[config.mk]
export PLATFORM = sky130hd
export DESIGN_NAME = fetch_unit
export DESIGN_NICKNAME = d
export VERILOG_FILES = /design/src/rtl/fetch_unit.sv
export SDC_FILE = /design/constraint.sdc
export NUM_CORES = 1
export LEC_CHECK = 0
export CORE_UTILIZATION = 45
export DETAILED_ROUTE_END_ITERATION = 8
export PLACE_DENSITY = 0.79
export SLEW_MARGIN = 10
export SYNTH_ARGS = -nofsm -noshare
export SYNTH_HDL_FRONTEND = slang
export SYNTH_SLANG_ARGS = --single-unit
[constraint.sdc]
create_clock -name CLK -period 3.02 [get_ports CLK]
set_input_delay 0.604 -clock CLK [delete_from_list [all_inputs] [get_ports CLK]]
set_output_delay 0.604 -clock CLK [all_outputs]
set_load 0.01 [all_outputs]
[src/rtl/fetch_unit.sv]
// fetch_unit
// Instruction-fetch stage feeding the main control decoder. Owns the PC,
// runs a request/acknowledge handshake to instruction memory, latches the
// returned word and presents it (with its opcode field) for execution, then
// picks the next PC from the branch/zero results of the datapath.
//
// Ports:
//   CLK            system clock, rising edge
//   resetl         asynchronous active-low reset
//   imem_req       instruction-memory request
//   imem_addr      fetch address, always equal to pc
//   imem_ack       memory returns data this cycle
//   imem_rdata     instruction word, valid with imem_ack
//   instr          latched instruction
//   opcode         instr[31:21] for the control decoder
//   instr_valid    instr/opcode valid for execution
//   pc             address of the current instruction
//   stall          downstream not ready, hold current instruction
//   branch         conditional branch from control
//   uncond_branch  unconditional branch from control
//   zero           ALU zero flag
//   signext_imm    sign-extended branch offset in words
//   fetch_fault    sticky fetch timeout flag
//
// Configuration macro: FETCH_TIMEOUT_EN
//   Defined   - a wait counter aborts a fetch that is not acknowledged within
//               TIMEOUT request cycles, raising fetch_fault and entering HALT.
//   Undefined - fetches wait forever and fetch_fault is tied to 0.

module fetch_unit #(
  parameter logic [63:0] RESET_PC = 64'h0,
  parameter int          TIMEOUT  = 16
) (
  input  logic        CLK,
  input  logic        resetl,
  output logic        imem_req,
  output logic [63:0] imem_addr,
  input  logic        imem_ack,
  input  logic [31:0] imem_rdata,
  output logic [31:0] instr,
  output logic [10:0] opcode,
  output logic        instr_valid,
  output logic [63:0] pc,
  input  logic        stall,
  input  logic        branch,
  input  logic        uncond_branch,
  input  logic        zero,
  input  logic [63:0] signext_imm,
  output logic        fetch_fault
);

  typedef enum logic [1:0] {
    FETCH = 2'd0,
    ISSUE = 2'd1,
    HALT  = 2'd2
  } state_t;

  state_t state;

  // Low for the single settle cycle that follows reset release.
  logic settled;

  logic        taken;
  logic [63:0] next_pc;

`ifdef FETCH_TIMEOUT_EN
  // Count value at which one more unacknowledged cycle hits the limit.
  localparam logic [15:0] TIMEOUT_LAST = 16'(TIMEOUT - 1);
  logic [15:0] wait_count;
`endif

  assign imem_addr = pc;
  assign opcode    = instr[31:21];

  // An x on branch is harmless when uncond_branch=1 because the OR dominates.
  assign taken   = uncond_branch | (branch & zero);
  assign next_pc = taken ? (pc + (signext_imm << 2)) : (pc + 64'd4);

  always_ff @(posedge CLK or negedge resetl) begin
    if (!resetl) begin
      state       <= FETCH;
      pc          <= RESET_PC;
      instr       <= 32'h0;
      instr_valid <= 1'b0;
      imem_req    <= 1'b0;
      settled     <= 1'b0;
`ifdef FETCH_TIMEOUT_EN
      wait_count  <= 16'd0;
      fetch_fault <= 1'b0;
`endif
    end else begin
      case (state)
        FETCH: begin
          if (!settled) begin
            settled  <= 1'b1;
            imem_req <= 1'b1;
          end else if (imem_req && imem_ack) begin
            instr       <= imem_rdata;
            instr_valid <= 1'b1;
            imem_req    <= 1'b0;
            state       <= ISSUE;
`ifdef FETCH_TIMEOUT_EN
            wait_count  <= 16'd0;
`endif
          end
`ifdef FETCH_TIMEOUT_EN
          // A same-cycle ack is taken by the branch above, so it beats the fault.
          else if (imem_req && (wait_count == TIMEOUT_LAST)) begin
            fetch_fault <= 1'b1;
            imem_req    <= 1'b0;
            state       <= HALT;
          end else if (imem_req) begin
            wait_count <= wait_count + 16'd1;
          end
`endif
        end
        ISSUE: begin
          if (!stall) begin
            pc          <= next_pc;
            instr_valid <= 1'b0;
            imem_req    <= 1'b1;
            state       <= FETCH;
`ifdef FETCH_TIMEOUT_EN
            wait_count  <= 16'd0;
`endif
          end
        end
        HALT: begin
          imem_req    <= 1'b0;
          instr_valid <= 1'b0;
        end
        default: begin
          imem_req    <= 1'b0;
          instr_valid <= 1'b0;
          state       <= FETCH;
        end
      endcase
    end
  end

`ifndef FETCH_TIMEOUT_EN
  assign fetch_fault = 1'b0;
`endif

endmodule

==> results of run 1 <==
-- flip-flops by register name, indices dropped and copies added (netlist names) --
name / flops
imem_addr: 62
instr: 32
imem_req: 1
instr_valid: 1
settled: 1
-- metrics by stage --
step                utilization [%]  instances  hold WS (ns)
global route                  80.45       1685        0.3170
detailed placement            69.24       1605        0.4774
floorplan                         -        987        0.3084
CTS                           75.47       1652        0.2823
finish                        80.45       1685        0.2575
global placement              69.24       1605        0.4715
-- worst max-delay path, cell delays in order --
cell             delay [ns]
clkdlybuf4s50_1        0.55
or2_4                  0.16
ha_4                   0.13
inv_2                  0.04
fa_2                   0.38
nor2b_4                0.16
o2111ai_4              0.17
a211oi_4               0.32
o31ai_4                0.15
a21oi_4                0.21
a31oi_4                0.15
buf_12                 0.17
o31ai_4                0.26
xnor2_1                0.18
o21ai_1                0.08
-- report_power, final --
group / leakage, nW / switching [mW] / total [mW] / internal (mW)
logic: 5.00 / 4.51 / 9.95 / 5.44
clock network: 0.125 / 0.593 / 1.17 / 0.573
registers: 1.19 / 0.665 / 2.57 / 1.90
total: 6.32 / 5.77 / 13.7 / 7.92
-- cell usage in the layout, fill, tap and decap left out, types with 11 or more instances in the layout --
cell type,instances
a21oi_1,44
nor2b_1,50
xnor2_1,18
buf_4,267
nand4_1,21
clkdlybuf4s50_1,265
xor2_1,23
ha_1,38
dfrtp_1,97
o21ai_0,39
ha_4,21
o21ai_1,42
mux2_2,32
nand3_1,12
o21ai_2,11
a21o_1,32
a21oi_2,23
nor2_1,29
inv_1,17
nand2_1,101
buf_6,32
-- cell type report --
| class | instances | area share [%] |
|---|---|---|
| Inverter | 19 | 0.4918 |
| Timing Repair Buffer | 573 | 35.77 |
| Multi-Input combinational cell | 751 | 43.08 |
| Tap cell | 229 | 1.976 |
| Clock inverter | 6 | 0.3624 |
| Clock buffer | 10 | 1.579 |
| Sequential cell | 97 | 16.74 |
-- timing repair --
item,CTS,global route
resized for setup,135,149
setup endpoints to repair,50,46
setup buffers,29,37
gates cloned,3,0
pin swaps,75,116
-- logic make-up (layout without fill, tap and decap cells) --
family                   Yosys count  in the layout  share of synthesized area, %
AO/OA/AOI/OAI                    287            287                         22.41
adder cells (fa/ha/maj)           62             62                         9.421
XOR/XNOR                          51             51                         5.372
AND/OR/NAND/NOR                  311            311                         18.93
other                              1              5                       0.04510
multiplexers                      35             35                         4.695
flip-flops                        97             97                         29.19
buffers and inverters            139            608                         9.932
-- path summary, 6_finish.rpt --
check / start / to / slack [ns] / cells past startpoint
worst max-delay path: signext_imm[0] / imem_addr[54]$_DFFE_PN0P_ / -0.46 / 15
worst min-delay path: resetl / imem_addr[26]$_DFFE_PN0P_ / 0.26 / 1
worst max register to register: imem_addr[2]$_DFFE_PN0P_ / imem_addr[54]$_DFFE_PN0P_ / -0.02 / 13
worst min register to register: settled$_DFFE_PN0N_ / settled$_DFFE_PN0N_ / 0.49 / 1
max in group asynchronous: resetl / imem_addr[58]$_DFFE_PN0P_ / 2.02 / 2
min in group CLK: settled$_DFFE_PN0N_ / settled$_DFFE_PN0N_ / 0.49 / 1
-- metal layers --
layer / up-vias / global-route usage [%]
met1: 4557 / 34.47
met5: - / 0
met2: 458 / 52.64
met3: 106 / 4.167
li1: 4361 / -
met4: 0 / 14.07
==> run metrics, run 1 <==
H-tree levels=3; CP endpoint kind=flip-flop; chip width=137.9 um; TritonCTS Buffers=9; Hold Crit Class=in2async; RSZ-0062 raised after global routing=true; Layout area overhead=74.42%; Critical Path AT=3.72 ns; Hold Fails Final Rpt=0; worst endpoint required time=3.26 ns; first-pass GRT wire length=43,210 um; ant diodes=0; Synth area leader=dfrtp_1; Placer Congestion=0.9379; synth cell count leaders=nand2_1, dfrtp_1, buf_4; Final nets=1,616; Rel. slew slack=55.01%; I/O pin count=277; fin. max-slew vios=0; ranking of synthesized cells by area=dfrtp_1, ha_1, buf_4, nand2_1, nor2b_1; crit start category=input port; vias in the first global route=8,900; Reg clk slew, reported paths=0.08 ns; Cell Rows=49; Top Layer Used=met4; met1 WL=12,470 um; metal3 WL=2328 um; FF+latch area=0.002427 sq mm; Syn Inst Count=983; Post-Route WL=32,360 um; Yosys warning count=0; sequential fraction of the synthesis area=29.19%; DR vias/cell=5.627; # Max-Cap Violations=0; worst setup margin=-0.4637 ns; CTS Hold Bufs=0; min Tclk post-route=3.484 ns; CP Class=in2reg; VDD IR-drop max=0.5724 mV; main flop type after synthesis=dfrtp_1; CTS Buffer Depth=2; placed instance area=0.01248 sq mm; setup_tns=-10.40 ns; multi-input logic area=0.006247 sq mm; Port Buf Inserts=269; Global Route Usage Sum=29.46%; Power Dens Cells=943.8 mW/mm^2; Worst-Skew Late Latency=0.36 ns; wire per inst=19.20 um; Final Instance Area=0.01450 sq mm; metal2 WL=16,220 um; CTS tree=built; skew final=0.01047 ns; CP Max Fanout=3; # DRC=0; Clock Sinks=97; die footprint=0.01902 sq mm; Syn Area/Cell=8.458 sq um; Synth Cell Area=0.008314 sq mm; period utilization=115.4%; Synth async-reset ratio=100.0%; initial drt markers=591; failing checks=negative setup slack; Yosys reg bits=97; Die Span Y=137.9 um; share of the synthesized area in the top cell type=29.19%; pin count of the biggest net entering global routing=68; initial antenna violation count=0; FILL cells=1,110; Slew @ Worst Pin=0.6749 ns; via count=9,482; DP Wirelength=20,700 um; Post-synth EDFFs=0; Leakage Power=6.317 nW; Core Area=0.01802 sq mm; status=finished with violations; cell with the most instances after synthesis=nand2_1; total power=13.69 mW; drt pass-1 iters=5; root buffer cell=clkbuf_16; antenna-violating nets left=0; grt ovf=0; share of layout cells above drive strength 1=36.68%; Cell variety after synth=70; Initial Utilization=46.13%; Setup Viol. Count Final=42; Fmax=287.1 MHz; Post-Place Worst Slack=-1.122 ns
Power figures use the tool's default switching activity.
==> inputs of run 2 (changes only) <==
Settings changed: TNS_END_PERCENT set to 10.
==> run 2 against run 1 <==
Against the previous run: the flow still finishes with violations (negative setup slack); sequential cell count did not move; largest cell class unchanged; sequential share of layout area rose by 1.4 points; total power fell by 10%; critical endpoint unchanged; critical path type unchanged; fmax rose by 1.4%; combinational power fell by 13%.
==> run metrics, run 2 (synthesis results as in run 1) <==
status=finished with violations; failing checks=negative setup slack; chip width=137.9 um (unchanged); Net Sw Power=5.060 mW (-12%); wire per inst=17.00 um (-11%); Leakage Power=5.962 nW (-5.6%); CTS Buffer Depth=2 (unchanged); drt pass-1 iters=5 (unchanged); CP Max Fanout=6 (+3); pin count of the biggest net entering global routing=60 (-12%); initial antenna violation count=0 (unchanged); VDD IR-drop max=0.5570 mV (-2.7%); Global Route Usage Sum=28.34% (-1.1 points); first-pass GRT wire length=41,830 um (-3.2%); # DRC=0 (unchanged); CP Class=in2reg; internal power=7.243 mW (-8.5%); fin. max-slew vios=0 (unchanged); Hold Fails Final Rpt=0 (unchanged); initial drt markers=463 (-22%); min Tclk post-route=3.434 ns (-0.04949 ns); total power=12.30 mW (-10%); Cell Rows=49 (unchanged); Flop pwr share=20.4% (+1.6 points); commonest non-fill, non-tap cell in the layout=clkdlybuf4s50_1; Placer Congestion=0.9401 (+0.23%); R2R depth=12 (-1); H-tree levels=3 (unchanged); Clock Sinks=97 (unchanged); die footprint=0.01902 sq mm (unchanged); r2r setup slk=-0.05 ns (-0.03 ns); most frequent cells in the layout=clkdlybuf4s50_1, buf_4, nand2_1; Rel. slew slack=60.97% (+6.0 points); CTS Hold Bufs=0 (unchanged); Worst-Skew Late Latency=0.35 ns (about the same); worst endpoint required time=3.24 ns (-0.02 ns); share of layout cells above drive strength 1=27.79% (-8.9 points); max reg flops=62 (unchanged); skew final=0.01239 ns (+0.001917 ns); Hold Crit Class=in2async; Reg clk slew, reported paths=0.07 ns (about the same); Slew @ Worst Pin=0.5854 ns (-0.08953 ns); DP Wirelength=21,210 um (+2.4%); Layout area overhead=60.68%; placed instance area=0.01250 sq mm (+0.16%); Critical Path AT=3.66 ns (-0.06 ns); TritonCTS Buffers=9 (unchanged); ant diodes=0 (unchanged); # Max-Cap Violations=0 (unchanged); Core Area=0.01802 sq mm (unchanged); combinational share of power=70.3% (-2.4 points); switch share=41.13% (-1.0 points); RSZ-0062 raised after global routing=true; CP endpoint kind=flip-flop; period utilization=113.7% (-1.6 points); worst setup margin=-0.4142 ns (+0.04949 ns); Final Instance Area=0.01336 sq mm (-7.9%); DR vias/cell=5.460 (-3.0%); Fmax=291.2 MHz (+1.4%); Die Span Y=137.9 um (unchanged); root buffer cell=clkbuf_16; Initial Utilization=46.13% (unchanged); Power Dens Cells=920.9 mW/mm^2 (-2.4%); clock network power share=9.2% (+0.7 points); worst reg2reg endpoint=imem_addr[54]$_DFFE_PN0P_; grt ovf=0 (unchanged); FILL cells=1,334 (+20%); I/O pin count=277 (unchanged); CTS tree=built; via count=8,992 (-5.2%); Post-Route WL=27,990 um (-13%); Port Buf Inserts=269 (unchanged); crit start category=input port; vias in the first global route=8,557 (-3.9%); Final nets=1,578 (-2.4%); Setup Viol. Count Final=32 (-24%); RR Startpoint=imem_addr[15]$_DFFE_PN0P_; antenna-violating nets left=0 (unchanged)
[run 2: cell types whose count changed in the layout (fill, tap and decap cells not counted), moves of 14 or more]
cell     previous run  this run
ha_4               21         3
o21ai_0            39        61
buf_6              32         8
nor2b_1            50        64
a21oi_1            44        58
o21ai_1            42        28
ha_1               38        58
[run 2: worst max-delay path by stage]
stage	from	to	depth (start not counted)
after floorplan	zero	imem_addr[61]$_DFFE_PN0P_	13
after global placement	zero	imem_addr[42]$_DFFE_PN0P_	14
after detailed placement	zero	imem_addr[38]$_DFFE_PN0P_	14
after CTS	branch	imem_addr[54]$_DFFE_PN0P_	17
after global routing	branch	imem_addr[54]$_DFFE_PN0P_	18
final	branch	imem_addr[54]$_DFFE_PN0P_	18
[run 2: timing repair]
action / in CTS / in global routing
setup buffers: 12 / 10
hold endpoints to repair: 0 / 0
pin swaps: 35 / 21
setup endpoints to repair: 51 / 45
gates resized for setup: 46 / 55
gates cloned: 1 / 0
[run 2: stage by stage]
step / TNS (ns) / util, % / hold slack [ns] / setup WS [ns] / std cells
after floorplan: -5.063 / - / 0.3084 / -0.3455 / 987
after global placement: -40.62 / 69.35 / 0.4746 / -1.121 / 1608
after detailed placement: -42.81 / 69.35 / 0.4898 / -1.114 / 1608
after CTS: -6.750 / 72.37 / 0.2693 / -0.3719 / 1637
after global routing: -12.00 / 74.12 / 0.2838 / -0.5055 / 1647
final: -7.716 / 74.12 / 0.2464 / -0.4142 / 1647
[run 2: cell type report]
cell class / count / area [sq um] / area share [%]
clock buffers: 11 / 242.7 / 1.817
clock inverters: 5 / 38.79 / 0.2903
inverters: 19 / 71.32 / 0.5339
multi-input cells: 751 / 5497 / 41.14
flip-flops and latches: 97 / 2427 / 18.17
well taps: 229 / 286.5 / 2.145
repair buffers: 535 / 4796 / 35.90
[run 2: critical path: stages]
cell	delay, ns
buf_6	0.09
a21oi_4	0.17
buf_12	0.15
buf_4	0.12
buf_12	0.10
nor2b_1	0.04
ha_1	0.38
and3_4	0.22
nand4_1	0.08
buf_4	0.17
o32ai_4	0.34
o31ai_4	0.15
a21oi_4	0.20
a31oi_4	0.16
buf_4	0.18
o31ai_4	0.26
xnor2_1	0.16
o21ai_1	0.07
[run 2: power by group through the flow]
| stage | sequential [mW] | clock [mW] | combinational (mW) |
|---|---|---|---|
| final | 2.52 | 1.14 | 8.65 |
| after global placement | 2.50 | 0 | 8.02 |
| after global routing | 2.62 | 1.21 | 9.35 |
| after CTS | 2.52 | 1.16 | 8.37 |
| after detailed placement | 2.54 | 0 | 8.17 |
| after floorplan | 2.68 | 0 | 4.04 |
[run 2: routing by layer]
layer	track usage (%)	share of wire, %	routed length (um)
met1	33.28	40	11070
met2	51.31	50	14120
met3	3.801	6.5	1812
met4	12.14	3.5	988
met5	0	0	0
==> inputs of run 3 (changes only) <==
--- a/config.mk
+++ b/config.mk
@@ -7,5 +7,5 @@
 export LEC_CHECK = 0
-export CORE_UTILIZATION = 45
+export ABC_CLOCK_PERIOD_IN_PS = 3020
+export CORE_UTILIZATION = 34
 export DETAILED_ROUTE_END_ITERATION = 8
-export PLACE_DENSITY = 0.79
 export SLEW_MARGIN = 10
--- a/constraint.sdc
+++ b/constraint.sdc
@@ -3,2 +3,2 @@
 set_output_delay 0.604 -clock CLK [all_outputs]
-set_load 0.01 [all_outputs]
+set_load 0.1 [all_outputs]
==> run 3 against run 2 <==
Against the previous run: the run still ends with negative setup slack left; clock skew rose by 0.0021 ns; critical path depth fell by 1; global-route usage fell by 6.5 points; critical path type unchanged; worst setup slack improved by 0.023 ns; sequential cell count did not move; fmax rose by 0.67%; first-iteration DRC count fell by 25%; via count fell by 4.1%; sequential share of layout area rose by 0.25 points.
==> run metrics, run 3 (synthesis results as in run 1) <==
Critical Path AT=3.64 ns (-0.02 ns); DR vias/cell=4.937 (-9.6%); CP endpoint kind=flip-flop; period utilization=113.0% (-0.76 points); via count=8,625 (-4.1%); root buffer cell=clkbuf_16; Global Route Usage Sum=21.86% (-6.5 points); worst endpoint required time=3.25 ns (about the same); RSZ-0062 raised after global routing=true; Worst-Skew Late Latency=0.36 ns (about the same); Reg clk slew, reported paths=0.08 ns (about the same); Final nets=1,588 (+0.63%); worst reg2reg endpoint=imem_addr[54]$_DFFE_PN0P_; I/O pin count=277 (unchanged); chip width=158.4 um (+15%); Setup Viol. Count Final=33 (+3.1%); max reg flops=62 (unchanged); ant diodes=0 (unchanged); # DRC=0 (unchanged); Initial Utilization=35.00% (-11 points); Slew @ Worst Pin=0.6944 ns (+0.1090 ns); Port Buf Inserts=269 (unchanged); status=finished with violations; Final Util=55.50% (-19 points); Hold Crit Class=in2async; initial antenna violation count=0 (unchanged); most frequent cells in the layout=buf_4, nand2_1, dfrtp_1; initial drt markers=347 (-25%); CP Max Fanout=5 (-1); commonest non-fill, non-tap cell in the layout=buf_4; Placer Congestion=0.8802 (-6.4%); share of layout cells above drive strength 1=41.46% (+14 points); CTS Hold Bufs=0 (unchanged); CTS Buffer Depth=2 (unchanged); worst setup margin=-0.3912 ns (+0.02301 ns); Final Instance Area=0.01318 sq mm (-1.3%); FF+latch area=0.002429 sq mm (about the same); crit start category=input port; # Max-Cap Violations=0 (unchanged); multi-input logic area=0.005570 sq mm (+1.3%); first-pass GRT wire length=42,850 um (+2.4%); wire per inst=15.92 um (-6.3%); r2r setup slk=-0.05 ns (about the same); Fmax=293.2 MHz (+0.67%); TritonCTS Buffers=9 (unchanged); Layout area overhead=58.57%; RR Startpoint=imem_addr[2]$_DFFE_PN0P_; Placed Instances=1,703 (+5.9%); fin. max-slew vios=0 (unchanged); H-tree levels=3 (unchanged); Rel. slew slack=53.71% (-7.3 points); Clock Sinks=97 (unchanged); pin count of the biggest net entering global routing=47 (-22%); DP Wirelength=21,610 um (+1.9%); vias in the first global route=8,359 (-2.3%); placed instance area=0.01220 sq mm (-2.4%); Die Span Y=158.4 um (+15%); R2R depth=13 (+1); drt pass-1 iters=5 (unchanged); Core Area=0.02375 sq mm (+32%); FILL cells=2,233 (+67%); failing checks=negative setup slack; grt ovf=0 (unchanged); min Tclk post-route=3.411 ns (-0.02301 ns); skew final=0.01446 ns (+0.002066 ns); Post-Route WL=27,820 um (-0.63%); Final Instance Count excl. Fillers=1,747 (+6.1%); Hold Fails Final Rpt=0 (unchanged); antenna-violating nets left=0 (unchanged); CTS tree=built; die footprint=0.02508 sq mm (+32%); Cell Rows=56 (+14%); CP Class=in2reg
==> run 3: layer usage <==
| metal | vias up | wire length, um | part of all wire [%] | GRT usage (%) |
|---|---|---|---|---|
| met4 | 0 | 535 | 1.9 | 6.227 |
| met5 | - | 0 | 0 | 0 |
| met2 | 260 | 13460 | 48 | 38.26 |
| li1 | 4306 | - | - | - |
| met1 | 4033 | 12560 | 45 | 28.48 |
| met3 | 26 | 1261 | 4.5 | 1.987 |
==> run 3: worst max path at each step <==
| stage | from | end | slack [ns] |
|---|---|---|---|
| floorplan | zero | imem_addr[61]$_DFFE_PN0P_ | -0.35 |
| finish | zero | imem_addr[54]$_DFFE_PN0P_ | -0.39 |
| global placement | branch | imem_addr[57]$_DFFE_PN0P_ | -1.11 |
| detailed placement | branch | imem_addr[61]$_DFFE_PN0P_ | -1.17 |
| CTS | branch | imem_addr[52]$_DFFE_PN0P_ | -0.46 |
| global route | zero | imem_addr[54]$_DFFE_PN0P_ | -0.52 |
==> run 3: critical path, stage by stage <==
cell       delay, ns
buf_6           0.10
a21oi_4         0.16
buf_6           0.17
or2_4           0.13
ha_4            0.12
inv_2           0.03
fa_2            0.36
nor2b_4         0.16
o2111ai_4       0.17
buf_6           0.16
a211oi_4        0.32
o31ai_4         0.14
a21oi_4         0.24
a31oi_4         0.16
o31ai_4         0.38
xnor2_1         0.16
o21ai_1         0.07
==> run 3: area by class of cell <==
type / instances / area share [%]
clock inverter: 6 / 0.4366
multi-input combinational: 751 / 42.25
timing repair buffer: 545 / 33.51
clock buffer: 10 / 1.813
tap: 319 / 3.027
sequential: 97 / 18.42
inverter: 19 / 0.5410
==> run 3: per-stage QoR <==
step	hold WS, ns	TNS (ns)	worst slack, ns
finish	0.2817	-6.221	-0.3912
global route	0.3262	-12.15	-0.5186
CTS	0.3009	-9.221	-0.4595
detailed placement	0.4761	-47.90	-1.166
global placement	0.4746	-45.96	-1.112
floorplan	0.3084	-5.155	-0.3458
==> run 3: timing repair <==
item / in CTS / in global routing
pin swaps: 38 / 52
gates resized for setup: 64 / 59
cloned: 2 / 0
buffers inserted: 20 / 8
setup endpoints to repair: 52 / 45
Power of run 3 is left out: the tool's default activity adds up to more than one toggle a clock period on the data nets, which glitch-free logic cannot reach.
